## config.mk

```make
export PLATFORM = sky130hd
export DESIGN_NAME = fetch_queue
export DESIGN_NICKNAME = d
export VERILOG_FILES = /design/src/rtl/fetch_queue.sv
export SDC_FILE = /design/constraint.sdc
export NUM_CORES = 1
export LEC_CHECK = 0
export ABC_AREA = 1
export CORE_MARGIN = 2
export CORE_UTILIZATION = 57
export CTS_CLUSTER_SIZE = 14
export DETAILED_ROUTE_END_ITERATION = 7
export PLACE_DENSITY = 0.83
export REMOVE_ABC_BUFFERS = 1
export SLEW_MARGIN = 20
export SYNTH_ARGS = -nofsm -noshare
export SYNTH_HDL_FRONTEND = slang
export SYNTH_SLANG_ARGS = --single-unit
```

## constraint.sdc

```tcl
create_clock -name clk -period 5.7 [get_ports clk]
set_input_delay 1.71 -clock clk [delete_from_list [all_inputs] [get_ports clk]]
set_output_delay 1.71 -clock clk [all_outputs]
set_load 0.02 [all_outputs]
```

## src/rtl/fetch_queue.sv

```systemverilog
// rtl/fetch_queue.sv - instruction fetch unit: one outstanding memory request feeding an in-order queue toward decode
module fetch_queue #(
    parameter int DEPTH = 4
) (
    input  logic        clk,
    input  logic        reset,
    input  logic [31:0] pc,
    output logic        pc_en,
    output logic        imem_req,
    output logic [31:0] imem_addr,
    input  logic        imem_gnt,
    input  logic        imem_rvalid,
    input  logic [31:0] imem_rdata,
    input  logic        flush,
    output logic        id_valid,
    input  logic        id_ready,
    output logic [31:0] id_instr,
    output logic [31:0] id_pc
);
    localparam int PW = $clog2(DEPTH);
    localparam int CW = PW + 1;
    localparam logic [CW-1:0] FULL = CW'(DEPTH);

    typedef enum logic [1:0] {
        IDLE  = 2'd0,
        WAIT  = 2'd1,
        DRAIN = 2'd2
    } state_t;

    state_t        state;
    logic [31:0]   req_pc;
    logic [PW-1:0] wr_ptr;
    logic [PW-1:0] rd_ptr;
    logic [CW-1:0] count;
    logic [31:0]   pc_mem    [DEPTH];
    logic [31:0]   instr_mem [DEPTH];

    logic issue;
    logic push;
    logic pop;

    // Issuing only with a free slot reserves room for the response, so push never overflows.
    assign imem_addr = pc;
    assign imem_req  = reset && (state == IDLE) && (count < FULL) && !flush;
    assign issue     = imem_req && imem_gnt;
    assign pc_en     = issue;

    assign push     = (state == WAIT) && imem_rvalid && !flush;
    assign id_valid = (count != '0);
    assign pop      = id_valid && id_ready && !flush;
    assign id_instr = instr_mem[rd_ptr];
    assign id_pc    = pc_mem[rd_ptr];

    always_ff @(posedge clk or negedge reset) begin
        if (!reset) begin
            state  <= IDLE;
            req_pc <= '0;
        end else begin
            case (state)
                IDLE: begin
                    if (issue) begin
                        state  <= WAIT;
                        req_pc <= pc;
                    end
                end
                WAIT: begin
                    // A response arriving together with flush is simply dropped.
                    if (imem_rvalid)
                        state <= IDLE;
                    else if (flush)
                        state <= DRAIN;
                end
                DRAIN: begin
                    if (imem_rvalid)
                        state <= IDLE;
                end
                default: state <= IDLE;
            endcase
        end
    end

    always_ff @(posedge clk or negedge reset) begin
        if (!reset) begin
            wr_ptr <= '0;
            rd_ptr <= '0;
            count  <= '0;
        end else if (flush) begin
            wr_ptr <= '0;
            rd_ptr <= '0;
            count  <= '0;
        end else begin
            if (push)
                wr_ptr <= wr_ptr + 1'b1;
            if (pop)
                rd_ptr <= rd_ptr + 1'b1;
            case ({push, pop})
                2'b10:   count <= count + 1'b1;
                2'b01:   count <= count - 1'b1;
                default: count <= count;
            endcase
        end
    end

    always_ff @(posedge clk) begin
        if (push) begin
            pc_mem[wr_ptr]    <= req_pc;
            instr_mem[wr_ptr] <= imem_rdata;
        end
    end

endmodule

```

==> metrics.txt, run 1 <==
# TYPE chip_impl_metric gauge
chip_impl_metric{name="total_switching_power",unit="mW"} 1.73
chip_impl_metric{name="flip_flop_and_latch_count_after_synthesis",unit=""} 297
chip_impl_metric{name="synth_cells",unit=""} 862
chip_impl_metric{name="layout.filler_cells",unit=""} 1290
chip_impl_info{name="cts_tree",value="built"} 1
chip_impl_metric{name="drv_slew",unit=""} 0
chip_impl_metric{name="pwr-share-clk",unit="%"} 30.2
chip_impl_metric{name="finalWorstPathRequiredPeriod",unit="ps"} 4960
chip_impl_metric{name="wire_per_inst",unit="um"} 18.0
chip_impl_metric{name="io_buffer_count",unit=""} 168
chip_impl_metric{name="pin_slew_with_the_least_headroom_to_its_limit",unit="ps"} 1030
chip_impl_metric{name="final_core_utilization",unit="%"} 71.7
chip_impl_metric{name="dpl_worst_slack",unit="ps"} 827
chip_impl_info{name="r2r_start",value="state[0]"} 1
chip_impl_metric{name="min_period_over_period",unit="%"} 87.0
chip_impl_info{name="result_of_the_run",value="completed"} 1
chip_impl_metric{name="fin_tns_setup",unit="ps"} 0
chip_impl_metric{name="die_w",unit="um"} 146
chip_impl_metric{name="floorplan.io_pins",unit=""} 169
chip_impl_metric{name="route.detailed.vias_per_inst",unit=""} 5.55
chip_impl_metric{name="p_per_area",unit="nW/um2"} 425
chip_impl_info{name="cts_root_buffer_type",value="clkbuf_16"} 1
chip_impl_metric{name="sw_share",unit="%"} 29.0
chip_impl_info{name="timing.hold.worst.start",value="req_pc[26]"} 1
chip_impl_metric{name="antenna-diode-count",unit=""} 0
chip_impl_metric{name="core_area",unit="um2"} 19600
chip_impl_metric{name="area_growth",unit="%"} 22.7
chip_impl_metric{name="postCtsSetupBuffers",unit=""} 0
chip_impl_metric{name="nets",unit=""} 1068
chip_impl_metric{name="track_usage",unit="%"} 21.2
chip_impl_metric{name="cts_num_sinks",unit=""} 297
chip_impl_metric{name="power.internal",unit="mW"} 4.24
chip_impl_metric{name="seq_power_share",unit="%"} 46.2
chip_impl_metric{name="cts-htree-levels",unit=""} 1
chip_impl_metric{name="post_synthesis_area_per_instance",unit="um2"} 13.3
chip_impl_metric{name="hold_buffers",unit=""} 0
chip_impl_metric{name="final_layout_size_suffix_gt1_share",unit="%"} 6.80
chip_impl_metric{name="grt_pass1_vias",unit=""} 7085
chip_impl_info{name="timing.critical_path.to_type",value="output port"} 1
chip_impl_metric{name="synthesis.yosys.warnings",unit=""} 0
chip_impl_metric{name="crit_path_max_fanout",unit=""} 106
chip_impl_metric{name="report.final.setup_viol",unit=""} 0
chip_impl_metric{name="arrival",unit="ps"} 3250
chip_impl_metric{name="grt_first_pass_wirelength",unit="um"} 35900
chip_impl_metric{name="post-route-drc-count",unit=""} 0
chip_impl_metric{name="drt_wl_total",unit="um"} 23000
chip_impl_metric{name="buffers_from_clock_root_to_sink_at_most",unit=""} 3
chip_impl_metric{name="clock_latency",unit="ps"} 530
chip_impl_metric{name="antenna_found_initial",unit=""} 0
chip_impl_metric{name="floorplan.die_area",unit="um2"} 21200
chip_impl_metric{name="grt_overflow",unit=""} 0
chip_impl_info{name="timing_worst_setup_path_type",value="flip-flop to output port"} 1
chip_impl_metric{name="cts-resized-gates",unit=""} 0
chip_impl_metric{name="comb_power_share",unit="%"} 23.7
chip_impl_metric{name="worst_ep_required_time",unit="ps"} 3990
chip_impl_info{name="hp-class",value="flip-flop to flip-flop"} 1
chip_impl_metric{name="floorplan.rows",unit=""} 51
chip_impl_metric{name="placed_area",unit="um2"} 13100
chip_impl_metric{name="max_clock_freq",unit="MHz"} 202
chip_impl_metric{name="grt_max_degree",unit=""} 107
chip_impl_metric{name="via_count",unit=""} 7101
chip_impl_metric{name="die_height",unit="um"} 146
chip_impl_metric{name="stdcell_area",unit="um2"} 14000
chip_impl_metric{name="cts_inserted_buffers",unit=""} 28
chip_impl_metric{name="clkSlewWorstSetupHoldPaths",unit="ps"} 60
chip_impl_metric{name="p_leak",unit="nW"} 5.00
chip_impl_metric{name="initial_utilization",unit="%"} 58.4
chip_impl_metric{name="postLayoutSetupSlackWorst",unit="ps"} 740
chip_impl_metric{name="irDropWorstVdd",unit="uV"} 274
chip_impl_metric{name="drv_cap",unit=""} 0
chip_impl_metric{name="design_power_total",unit="mW"} 5.97
chip_impl_metric{name="synth-seq-area-share",unit="%"} 76.1
chip_impl_metric{name="antenna_violating_nets_post_route",unit=""} 0
chip_impl_metric{name="worst_slew_margin_rel",unit="%"} 31.3
chip_impl_info{name="grt_setup_unrepaired",value="false"} 1
chip_impl_info{name="crit_path_start",value="rd_ptr[0]"} 1
chip_impl_info{name="critical_path.startpoint_type",value="flip-flop"} 1
chip_impl_metric{name="drt-pass1-iter-count",unit=""} 5
chip_impl_metric{name="gp_congestion",unit=""} 0.805
chip_impl_metric{name="place.detailed.hpwl",unit="um"} 12600
chip_impl_metric{name="drt_iter0_drc",unit=""} 590
chip_impl_metric{name="synth.lib_cells_used.distinct",unit=""} 25
chip_impl_metric{name="syn-cell-area",unit="um2"} 11400
chip_impl_metric{name="final.setup_skew",unit="ps"} 11.5
chip_impl_metric{name="final-hold-violation-count",unit=""} 0
==> per-layer routing <==
layer	vias to the layer above	share of wire (%)	track usage [%]
met4	0	1.8	6.23
met5	-	0	0
li1	3334	-	-
met3	32	7.1	3.26
met2	272	50	36.4
met1	3463	41	28.5
==> per-stage QoR <==
stage / cells / hold slack (ps)
floorplan: 782 / 476
global placement: 1228 / 494
detailed placement: 1228 / 498
CTS: 1279 / 515
global route: 1279 / 528
finish: 1279 / 513
==> critical path, stage by stage (launching register included) <==
cell and delay, ps:
dfrtp_4 600, buf_4 840, o21ai_0 280, o22ai_1 280, clkdlybuf4s50_1 650
==> flip-flops by register name, indices dropped and copies added, names as in the netlist <==
register	count
instr_mem	128
pc_mem	128
req_pc	32
count	3
rd_ptr	2
state	2
wr_ptr	2
==> kinds of logic (layout without fill, tap and decap cells) <==
| logic type | after synthesis | after routing | share of synthesized area, % |
|---|---|---|---|
| simple gates | 262 | 262 | 8.94 |
| fa+ha+maj | 5 | 5 | 0.612 |
| flops | 297 | 297 | 76.1 |
| compound gates | 200 | 200 | 9.47 |
| buf+inv | 97 | 249 | 4.79 |
| xor+xnor | 1 | 1 | 0.0765 |
==> final timing paths <==
check / endpoint / slack (ps) / cells after the start
hold reg to reg: pc_mem[0][26] / 510 / 0
min in group asynchronous: req_pc[5] / 1310 / 2
max in group asynchronous: rd_ptr[0] / 3950 / 2
setup reg to reg: pc_mem[1][0] / 3500 / 5
hold / removal: pc_mem[0][26] / 510 / 0
setup / recovery: id_instr[5] / 740 / 4
==> power groups by stage <==
stage | registers [mW] | clock network, mW | logic (mW)
after floorplan | 2.80 | 0 | 0.701
after global placement | 2.79 | 0 | 1.38
after detailed placement | 2.80 | 0 | 1.41
after CTS | 2.75 | 1.82 | 1.42
after global routing | 2.78 | 1.91 | 1.53
final | 2.76 | 1.80 | 1.41
==> synth_stat cells, drive strengths merged <==
cell type / instances / area (um2)
nand3: 7 / 45.0
nand2: 115 / 434
edfxtp: 256 / 7690
o31ai: 1 / 7.51
inv: 16 / 60.1
o22ai: 64 / 400
nand4: 1 / 6.26
o21ai: 132 / 661
nand3b: 1 / 7.51
ha: 4 / 50.1
dfrtp: 41 / 1030
clkinv: 1 / 5.00
xor2: 1 / 8.76
fa: 1 / 20.0
a21oi: 3 / 15.0
nor2: 137 / 514
nor3: 1 / 16.3
clkbuf: 24 / 90.1
buf: 56 / 393
==> cells in the final DEF (no fill, tap or decap), drive strengths merged, types with 7 or more instances in the layout <==
| cell | instances |
|---|---|
| nand3 | 7 |
| clkinv | 12 |
| dfrtp | 41 |
| o21ai | 132 |
| clkdlybuf4s50 | 167 |
| nand2 | 115 |
| edfxtp | 256 |
| clkbuf | 35 |
| nor2 | 137 |
| buf | 14 |
| o22ai | 64 |
| inv | 16 |
==> final cells by class <==
class | count | area [um2] | share of cell area (%)
repair buffers | 181 | 1810 | 12.9
flip-flops and latches | 297 | 8720 | 62.1
clock inverters | 16 | 151 | 1.08
inverters | 17 | 67.6 | 0.481
multi-input cells | 468 | 2220 | 15.8
clock buffers | 35 | 748 | 5.33
well taps | 265 | 332 | 2.36
No activity file was read; power rests on OpenSTA's default activity.
==> inputs of run 2 (changes only) <==
--- a/config.mk
+++ b/config.mk
@@ -9,6 +9,6 @@
 export CORE_MARGIN = 2
-export CORE_UTILIZATION = 57
+export CORE_UTILIZATION = 58
 export CTS_CLUSTER_SIZE = 14
 export DETAILED_ROUTE_END_ITERATION = 7
-export PLACE_DENSITY = 0.83
+export PLACE_DENSITY = 0.85
 export REMOVE_ABC_BUFFERS = 1
==> constraint.sdc (replaced) <==
create_clock -name clk -period 5.7 [get_ports clk]
set_input_delay 0.57 -clock clk [delete_from_list [all_inputs] [get_ports clk]]
set_output_delay 0.57 -clock clk [all_outputs]
set_load 0.02 [all_outputs]
==> metrics.txt, run 2 (same netlist as run 1, synthesis figures left out) <==
# TYPE chip_impl_metric gauge
chip_impl_metric{name="r2r.worst_path.cells",unit=""} 5
chip_impl_metric{name="floorplan.rows",unit=""} 51
chip_impl_metric{name="die_height",unit="um"} 144
chip_impl_metric{name="die_w",unit="um"} 144
chip_impl_metric{name="area_growth",unit="%"} 22.0
chip_impl_info{name="reg2reg_end",value="pc_mem[3][12]"} 1
chip_impl_metric{name="p_leak",unit="nW"} 4.97
chip_impl_metric{name="drv_slew",unit=""} 0
chip_impl_metric{name="irDropWorstVdd",unit="uV"} 234
chip_impl_metric{name="max_clock_freq",unit="MHz"} 262
chip_impl_metric{name="hold_buffers",unit=""} 0
chip_impl_info{name="r2r_start",value="state[0]"} 1
chip_impl_metric{name="p_per_area",unit="nW/um2"} 424
chip_impl_metric{name="cts-htree-levels",unit=""} 1
chip_impl_metric{name="arrival",unit="ps"} 3250
chip_impl_info{name="timing_worst_setup_path_type",value="flip-flop to output port"} 1
chip_impl_metric{name="nets",unit=""} 1066
chip_impl_metric{name="antenna_found_initial",unit=""} 0
chip_impl_metric{name="fin_tns_setup",unit="ps"} 0
chip_impl_info{name="final_common_cell",value="edfxtp_1"} 1
chip_impl_metric{name="wire_per_inst",unit="um"} 18.7
chip_impl_metric{name="report.final.setup_viol",unit=""} 0
chip_impl_metric{name="layoutNonFillerInstCount",unit=""} 1278
chip_impl_info{name="regs_by_ff_count",value="instr_mem: 128 flops, pc_mem: 128 flops, req_pc: 32 flops"} 1
chip_impl_metric{name="cts_inserted_buffers",unit=""} 28
chip_impl_metric{name="clock_latency",unit="ps"} 540
chip_impl_metric{name="postLayoutSetupSlackWorst",unit="ps"} 1880
chip_impl_metric{name="numPlacedInstances",unit=""} 1226
chip_impl_metric{name="gp_congestion",unit=""} 0.768
chip_impl_info{name="grt_setup_unrepaired",value="false"} 1
chip_impl_metric{name="core_area",unit="um2"} 19400
chip_impl_metric{name="final.setup_skew",unit="ps"} 17.3
chip_impl_metric{name="place.detailed.hpwl",unit="um"} 13300
chip_impl_metric{name="final_layout_size_suffix_gt1_share",unit="%"} 6.42
chip_impl_metric{name="buffers_from_clock_root_to_sink_at_most",unit=""} 3
chip_impl_metric{name="clkSlewWorstSetupHoldPaths",unit="ps"} 60
chip_impl_metric{name="drt-pass1-iter-count",unit=""} 5
chip_impl_metric{name="worst_ep_required_time",unit="ps"} 5130
chip_impl_metric{name="drt_iter0_drc",unit=""} 690
chip_impl_metric{name="floorplan.io_pins",unit=""} 169
chip_impl_info{name="cts_root_buffer_type",value="clkbuf_16"} 1
chip_impl_metric{name="dpl_worst_slack",unit="ps"} 1940
chip_impl_metric{name="cts-resized-gates",unit=""} 0
chip_impl_info{name="result_of_the_run",value="completed"} 1
chip_impl_metric{name="track_usage",unit="%"} 23.0
chip_impl_metric{name="final-hold-violation-count",unit=""} 0
chip_impl_metric{name="worst_slew_margin_rel",unit="%"} 32.9
chip_impl_info{name="critical_path.startpoint_type",value="flip-flop"} 1
chip_impl_info{name="layout_common_cells",value="256 x edfxtp_1, 167 x clkdlybuf4s50_1, 133 x nor2_1"} 1
chip_impl_metric{name="postCtsSetupBuffers",unit=""} 0
chip_impl_metric{name="grt_pass1_vias",unit=""} 7093
chip_impl_metric{name="post-route-drc-count",unit=""} 0
chip_impl_metric{name="pin_slew_with_the_least_headroom_to_its_limit",unit="ps"} 1000
chip_impl_metric{name="route.detailed.vias_per_inst",unit=""} 5.65
chip_impl_metric{name="floorplan.die_area",unit="um2"} 20900
chip_impl_metric{name="drt_wl_total",unit="um"} 23900
chip_impl_metric{name="crit_path_max_fanout",unit=""} 98
chip_impl_metric{name="grt_overflow",unit=""} 0
chip_impl_info{name="cts_tree",value="built"} 1
chip_impl_metric{name="grt_first_pass_wirelength",unit="um"} 36500
chip_impl_metric{name="antenna-diode-count",unit=""} 0
chip_impl_metric{name="drv_cap",unit=""} 0
chip_impl_metric{name="antenna_violating_nets_post_route",unit=""} 0
chip_impl_metric{name="design_power_total",unit="mW"} 5.92
chip_impl_metric{name="via_count",unit=""} 7221
chip_impl_info{name="crit_path_start",value="rd_ptr[0]"} 1
chip_impl_metric{name="min_period_over_period",unit="%"} 67.0
chip_impl_metric{name="setup_slack_on_the_worst_flop_to_flop_path",unit="ps"} 3070
chip_impl_metric{name="io_buffer_count",unit=""} 168
chip_impl_metric{name="worst_hold_slack",unit="ps"} 183
chip_impl_metric{name="grt_max_degree",unit=""} 130
chip_impl_metric{name="finalWorstPathRequiredPeriod",unit="ps"} 3820
chip_impl_metric{name="initial_utilization",unit="%"} 59.0
chip_impl_info{name="hp-class",value="input port to async pin"} 1
chip_impl_info{name="timing.critical_path.to_type",value="output port"} 1
chip_impl_metric{name="cts_num_sinks",unit=""} 297
run 2: cell count changes in the layout (fill, tap and decap cells not counted), sizes merged:
cell / change
inv: -1
bufinv: -2
clkinvlp: -1
clkbuf: +8
clkinv: -3
buf: -2
run 2: worst max-delay path by stage:
| stage | end | slack [ps] |
|---|---|---|
| floorplan | id_instr[0] | 1330 |
| global placement | pc_en | 2020 |
| detailed placement | pc_en | 1940 |
| CTS | id_pc[15] | 1840 |
| global route | id_pc[17] | 1740 |
| finish | id_pc[15] | 1880 |
run 2: worst max-delay path: stages (launching register included):
cell and delay [ps]:
dfrtp_4 500, inv_4 650, buf_4 460, o21ai_0 140
o22ai_1 280, clkdlybuf4s50_1 670
run 2: routing by layer:
layer / GRT usage [%] / wire, um / vias to the layer above
li1: - / - / 3330
met1: 30.3 / 9390 / 3548
met2: 40.6 / 12300 / 298
met3: 3.31 / 1790 / 45
met4: 6.29 / 433 / 0
met5: 0 / 0 / -
run 2: cell type report:
type	count	area (um2)
Timing Repair Buffer	179	1760
Multi-Input combinational cell	468	2220
Inverter	17	68.8
Tap cell	265	332
Sequential cell	297	8720
Clock buffer	43	798
Fill cell	1299	5430
Clock inverter	9	70.1
run 2: metrics by stage:
step | utilization, % | cell area (um2)
2_1_floorplan | - | 11000
3_3_place_gp | 67.5 | 13100
3_5_place_dp | 67.5 | 13100
4_1_cts | 72.0 | 14000
5_1_grt | 72.0 | 14000
6_report | 72.0 | 14000
run 2: where the power goes:
part           internal [mW]  switching, mW
registers               2.61          0.143
logic                  0.564          0.855
clock network           1.01          0.744
total                   4.18           1.74
